==> src/rtl/decim_pkg.sv <==
// Shared constants for the decimating accumulator and its output buffer.
package decim_pkg;
  localparam int IN_W_DEF       = 16;
  localparam int RATIO_LOG2_DEF = 3;
  localparam int ACC_W          = IN_W_DEF + RATIO_LOG2_DEF;
  localparam int FIFO_DEPTH     = 2;
endpackage

==> src/rtl/sync_fifo2.sv <==
// Two-entry synchronous FIFO; a push into a full FIFO succeeds only alongside a pop.
module sync_fifo2
  import decim_pkg::*;
#(
  parameter int W = 16
) (
  input  logic         clk,
  input  logic         rst,
  input  logic         push,
  input  logic         pop,
  input  logic [W-1:0] din,
  output logic [W-1:0] dout,
  output logic         full,
  output logic         empty
);
  logic [W-1:0] r_mem [FIFO_DEPTH];
  logic         r_wp, r_rp;
  logic [1:0]   r_cnt;
  logic         w_pop, w_push;

  assign empty  = (r_cnt == 2'd0);
  assign full   = (r_cnt == 2'(FIFO_DEPTH));
  assign w_pop  = pop & ~empty;
  assign w_push = push & (~full | w_pop);
  assign dout   = r_mem[r_rp];

  // When full, the write slot equals the head being popped, so the new entry lands behind the survivor.
  always_ff @(posedge clk or posedge rst) begin
    if (rst) begin
      r_mem[0] <= '0;
      r_mem[1] <= '0;
      r_wp     <= 1'b0;
      r_rp     <= 1'b0;
      r_cnt    <= 2'd0;
    end else begin
      if (w_push) begin
        r_mem[r_wp] <= din;
        r_wp        <= ~r_wp;
      end
      if (w_pop) r_rp <= ~r_rp;
      r_cnt <= r_cnt + 2'(w_push) - 2'(w_pop);
    end
  end
endmodule

==> src/rtl/decim_accum.sv <==
// Sums R = 2**RATIO_LOG2 samples, emits the floored mean through a 2-entry buffer, flags drops.
module decim_accum
  import decim_pkg::*;
#(
  parameter int IN_W       = IN_W_DEF,
  parameter int RATIO_LOG2 = RATIO_LOG2_DEF,
  parameter int OUT_W      = IN_W
) (
  input  logic                    clk,
  input  logic                    rst,
  input  logic                    en,
  input  logic                    in_valid,
  input  logic signed [IN_W-1:0]  in_data,
  output logic                    out_valid,
  input  logic                    out_ready,
  output logic signed [OUT_W-1:0] out_data,
  output logic                    ovf,
  input  logic                    ovf_clr
);
  localparam int AW = IN_W + RATIO_LOG2;

  logic signed [AW-1:0]         r_acc;
  logic [RATIO_LOG2-1:0]        r_cnt;
  logic                         r_ovf;
  logic                         w_take, w_last, w_full, w_empty, w_drop;
  logic signed [AW-1:0]         w_sum, w_shift;
  logic signed [OUT_W-1:0]      w_res;

  assign w_take  = en & in_valid;
  assign w_last  = w_take & (r_cnt == '1);
  // AW bits hold R full-scale samples, so the sum cannot wrap.
  assign w_sum   = r_acc + {{RATIO_LOG2{in_data[IN_W-1]}}, in_data};
  assign w_shift = w_sum >>> RATIO_LOG2;
  assign w_res   = w_shift[OUT_W-1:0];
  assign w_drop  = w_last & w_full & ~(out_valid & out_ready);

  always_ff @(posedge clk or posedge rst) begin
    if (rst) begin
      r_acc <= '0;
      r_cnt <= '0;
    end else if (!en) begin
      r_acc <= '0;
      r_cnt <= '0;
    end else if (w_take) begin
      r_cnt <= r_cnt + 1'b1;
      r_acc <= w_last ? '0 : w_sum;
    end
  end

  // A drop wins over a simultaneous clear.
  always_ff @(posedge clk or posedge rst) begin
    if (rst) r_ovf <= 1'b0;
    else     r_ovf <= (r_ovf & ~ovf_clr) | w_drop;
  end

  sync_fifo2 #(.W(OUT_W)) u_fifo (
    .clk   (clk),
    .rst   (rst),
    .push  (w_last),
    .pop   (out_ready),
    .din   (w_res),
    .dout  (out_data),
    .full  (w_full),
    .empty (w_empty)
  );

  assign out_valid = ~w_empty;
  assign ovf       = r_ovf;
endmodule

==> config.mk <==
export PLATFORM = sky130hd
export DESIGN_NAME = decim_accum
export DESIGN_NICKNAME = d
export VERILOG_FILES = /design/src/rtl/decim_pkg.sv /design/src/rtl/sync_fifo2.sv /design/src/rtl/decim_accum.sv
export SDC_FILE = /design/constraint.sdc
export NUM_CORES = 1
export LEC_CHECK = 0
export CORE_ASPECT_RATIO = 1.5
export CORE_MARGIN = 1.5
export CORE_UTILIZATION = 57
export DETAILED_ROUTE_END_ITERATION = 12
export PLACE_DENSITY = 0.81
export SLEW_MARGIN = 20
export SYNTH_ARGS = -nofsm -noshare
export SYNTH_HDL_FRONTEND = slang
export SYNTH_SLANG_ARGS = --single-unit
==> constraint.sdc <==
create_clock -name clk -period 3.05 [get_ports clk]
set_clock_uncertainty 0.15 [all_clocks]
set_input_delay 0.7625 -clock clk [delete_from_list [all_inputs] [get_ports clk]]
set_output_delay 0.7625 -clock clk [all_outputs]
set_load 0.01 [all_outputs]
==> impl_metrics.env <==
export IMPL_status="finished clean"
export IMPL_grt_use_total_pct=31.30
export IMPL_n_antenna_cell=0
export IMPL_first_pass_iters=4
export IMPL_route_vias_total=3023
export IMPL_dieArea_sq_mm=0.006697
export IMPL_die_width_um=67.32
export IMPL_layout_commonest_cell="buf_4"
export IMPL_yosys_area_top_type="dfrtp_1"
export IMPL_hpwlAfterDp_um=7053
export IMPL_synth_area_sq_mm=0.003537
export IMPL_num_io_pins=40
export IMPL_gp_congestion=0.8920
export IMPL_worstPathRequired_ps=3130
export IMPL_clock_path_buffers=2
export IMPL_grt_pass1_wl_um=15330
export IMPL_hp_class="reg -> reg"
export IMPL_cts_sink_count=59
export IMPL_irDropWorstVdd_mv=0.4911
export IMPL_place_ws_ps=-433.4
export IMPL_maxSlewHeadroom_pct=63.57
export IMPL_start_util_pct=58.11
export IMPL_syn_inst=340
export IMPL_io_buffers=39
export IMPL_end_kind="register"
export IMPL_leakage_nw=2.372
export IMPL_crit_arrival_ps=3050
export IMPL_p_seq_share_pct=33.0
export IMPL_min_period_ps=2973
export IMPL_clock_fmax_mhz=336.3
export IMPL_cts_setup_buffers=0
export IMPL_worst_slew_pin_slew_ps=545.6
export IMPL_cts_buffers=9
export IMPL_register_area_sq_mm=0.001476
export IMPL_synth_distinct_cells=52
export IMPL_ys_warn_count=0
export IMPL_final_cell_mix="buf_4, dfrtp_1, nand2_1"
export IMPL_cts_max_level=3
export IMPL_coreArea_sq_mm=0.006087
export IMPL_avgSynthCellArea_sq_um=10.40
export IMPL_p_clk_share_pct=28.6
export IMPL_syn_to_final_growth_pct=32.93
export IMPL_worst_slack_ps=76.77
export IMPL_seq_area_frac_synth_pct=41.74
export IMPL_switching_share_pct=32.88
export IMPL_intPower_mw=1.855
export IMPL_multi_input_area_sq_mm=0.001987
export IMPL_fin_util_pct=77.25
export IMPL_synth_edf_count=0
export IMPL_antenna_left=0
export IMPL_layout_nets=484
export IMPL_die_y_um=99.48
export IMPL_cts_root_buf="clkbuf_8"
export IMPL_drv_slew=0
export IMPL_drtIter0Drc=184
export IMPL_fillCellCount=436
export IMPL_timing_final_crit_share_pct=97.48
export IMPL_synth_area_leaders="dfrtp_1, mux2_2, ha_1"
export IMPL_antenna_found_initial=0
export IMPL_drc=0
export IMPL_finalPower_mw=2.763
export IMPL_cts_tree="built"
export IMPL_combPwrFrac_pct=38.4
export IMPL_setup_violations=0
export IMPL_crit_type="in -> reg"
export IMPL_via_per_inst=5.847
export IMPL_rows=35
export IMPL_gr_total_overflow=0
export IMPL_critPathMaxFanout=2
export IMPL_synth_nets=385
export IMPL_grt_pass1_vias=3296
export IMPL_hold_worst_slack_ps=326.3
export IMPL_ys_seq_elements=59
export IMPL_hold_buffers=0
export IMPL_synth_ff_type="dfrtp_1"
export IMPL_maxCapViolations=0
export IMPL_yosys_area_top_type_share_pct=41.74
export IMPL_worstSetupStartpointType="primary input"
export IMPL_async_flop_share_pct=100.0
export IMPL_clkSlewWorstSetupHoldPaths_ps=70
export IMPL_powerDensity_mw_per_mm2=587.7
export IMPL_drive_above_1_share_pct=30.25
export IMPL_final_hold_viol_count=0
export IMPL_wire_per_inst_um=18.26
export IMPL_grt_max_degree=38
export IMPL_insertion_delay_ps=350
export IMPL_wirelength_um=9440
export IMPL_power_net_switching_mw=0.9085
==> critical path, cell delays in order <==
cell             delay [ps]
clkdlybuf4s50_1         410
ha_2                    200
fa_2                    330
a21o_1                  180
buf_4                   140
a22oi_2                 190
a211oi_2                120
nor2_2                  150
xnor3_1                 270
mux2_2                  300
==> area by class of cell <==
type                    count  area share (%)
clock buffers              10           2.927
clock inverters             5           1.650
inverters                  10          0.7983
multi-input cells         255           42.26
flip-flops and latches     59           31.40
well taps                  74           1.969
repair buffers            104           19.00
==> power groups by stage <==
| stage | logic, mW | clock network (mW) | registers (mW) |
|---|---|---|---|
| global route | 1.15 | 0.829 | 0.920 |
| detailed placement | 1.03 | 0 | 0.924 |
| floorplan | 0.607 | 0 | 0.896 |
| finish | 1.06 | 0.791 | 0.912 |
| CTS | 1.05 | 0.798 | 0.911 |
| global placement | 1.01 | 0 | 0.921 |
==> metal layers <==
metal / vias up / track usage, % / part of all wire [%]
met2: 76 / 57.20 / 57
li1: 1429 / - / -
met4: 0 / 16.17 / 3.4
met3: 24 / 5.656 / 3.2
met1: 1494 / 32.83 / 37
met5: - / 0 / 0
==> timing repair <==
action / 4_1_cts / 5_1_grt
pin swaps: 0 / 4
setup endpoints to repair: 6 / 11
resized for setup: 2 / 7
==> registers in the layout (all words and copies together) (netlist names) <==
name and flops:
ovf 1, r_acc 19, r_cnt 3, u_fifo.r_cnt 2
u_fifo.r_mem 32, u_fifo.r_rp 1, u_fifo.r_wp 1
==> stage by stage <==
step	std cells	area (sq um)	TNS [ps]
global placement	502	4452	-6715
CTS	517	4672	0
global route	517	4702	-2.728
detailed placement	502	4452	-7554
finish	517	4702	0
floorplan	340	3537	0
==> synth_stat cells (all sizes together), types with 3 or more instances <==
cell type,count
o31ai,3
dfrtp,59
a22o,12
nand4,4
a221o,3
nor2,8
mux2,35
nor2b,4
a21oi,16
xnor2,13
and3,4
a21boi,4
o21ai,18
xor2,5
nand2,41
a22oi,3
ha,22
clkbuf,14
nor3,5
a31oi,3
mux2i,7
and2,10
a21o,7
inv,10
==> cell families (layout without fill, tap and decap cells) <==
logic type / Yosys count / after routing / synth area share (%)
adder cells (fa/ha/maj): 23 / 23 / 8.348
multiplexers: 42 / 42 / 13.12
flip-flops: 59 / 59 / 41.74
XOR/XNOR: 19 / 19 / 5.094
AO/OA/AOI/OAI: 86 / 86 / 16.80
AND/OR/NAND/NOR: 85 / 85 / 11.89
buffers and inverters: 26 / 129 / 3.007
==> path summary, 6_finish.rpt <==
path | from | to | slack, ps | cells after the start
max in group asynchronous | rst | r_acc[0] | 1510 | 3
setup / recovery | in_data[0] | u_fifo.r_mem[31] | 80 | 10
hold / removal | u_fifo.r_mem[17] | u_fifo.r_mem[17] | 330 | 2
min in group asynchronous | rst | u_fifo.r_cnt[1] | 640 | 2
hold reg to reg | u_fifo.r_mem[17] | u_fifo.r_mem[17] | 330 | 2
setup reg to reg | r_acc[16] | u_fifo.r_mem[31] | 490 | 7
(Power assumes the default switching activity.)
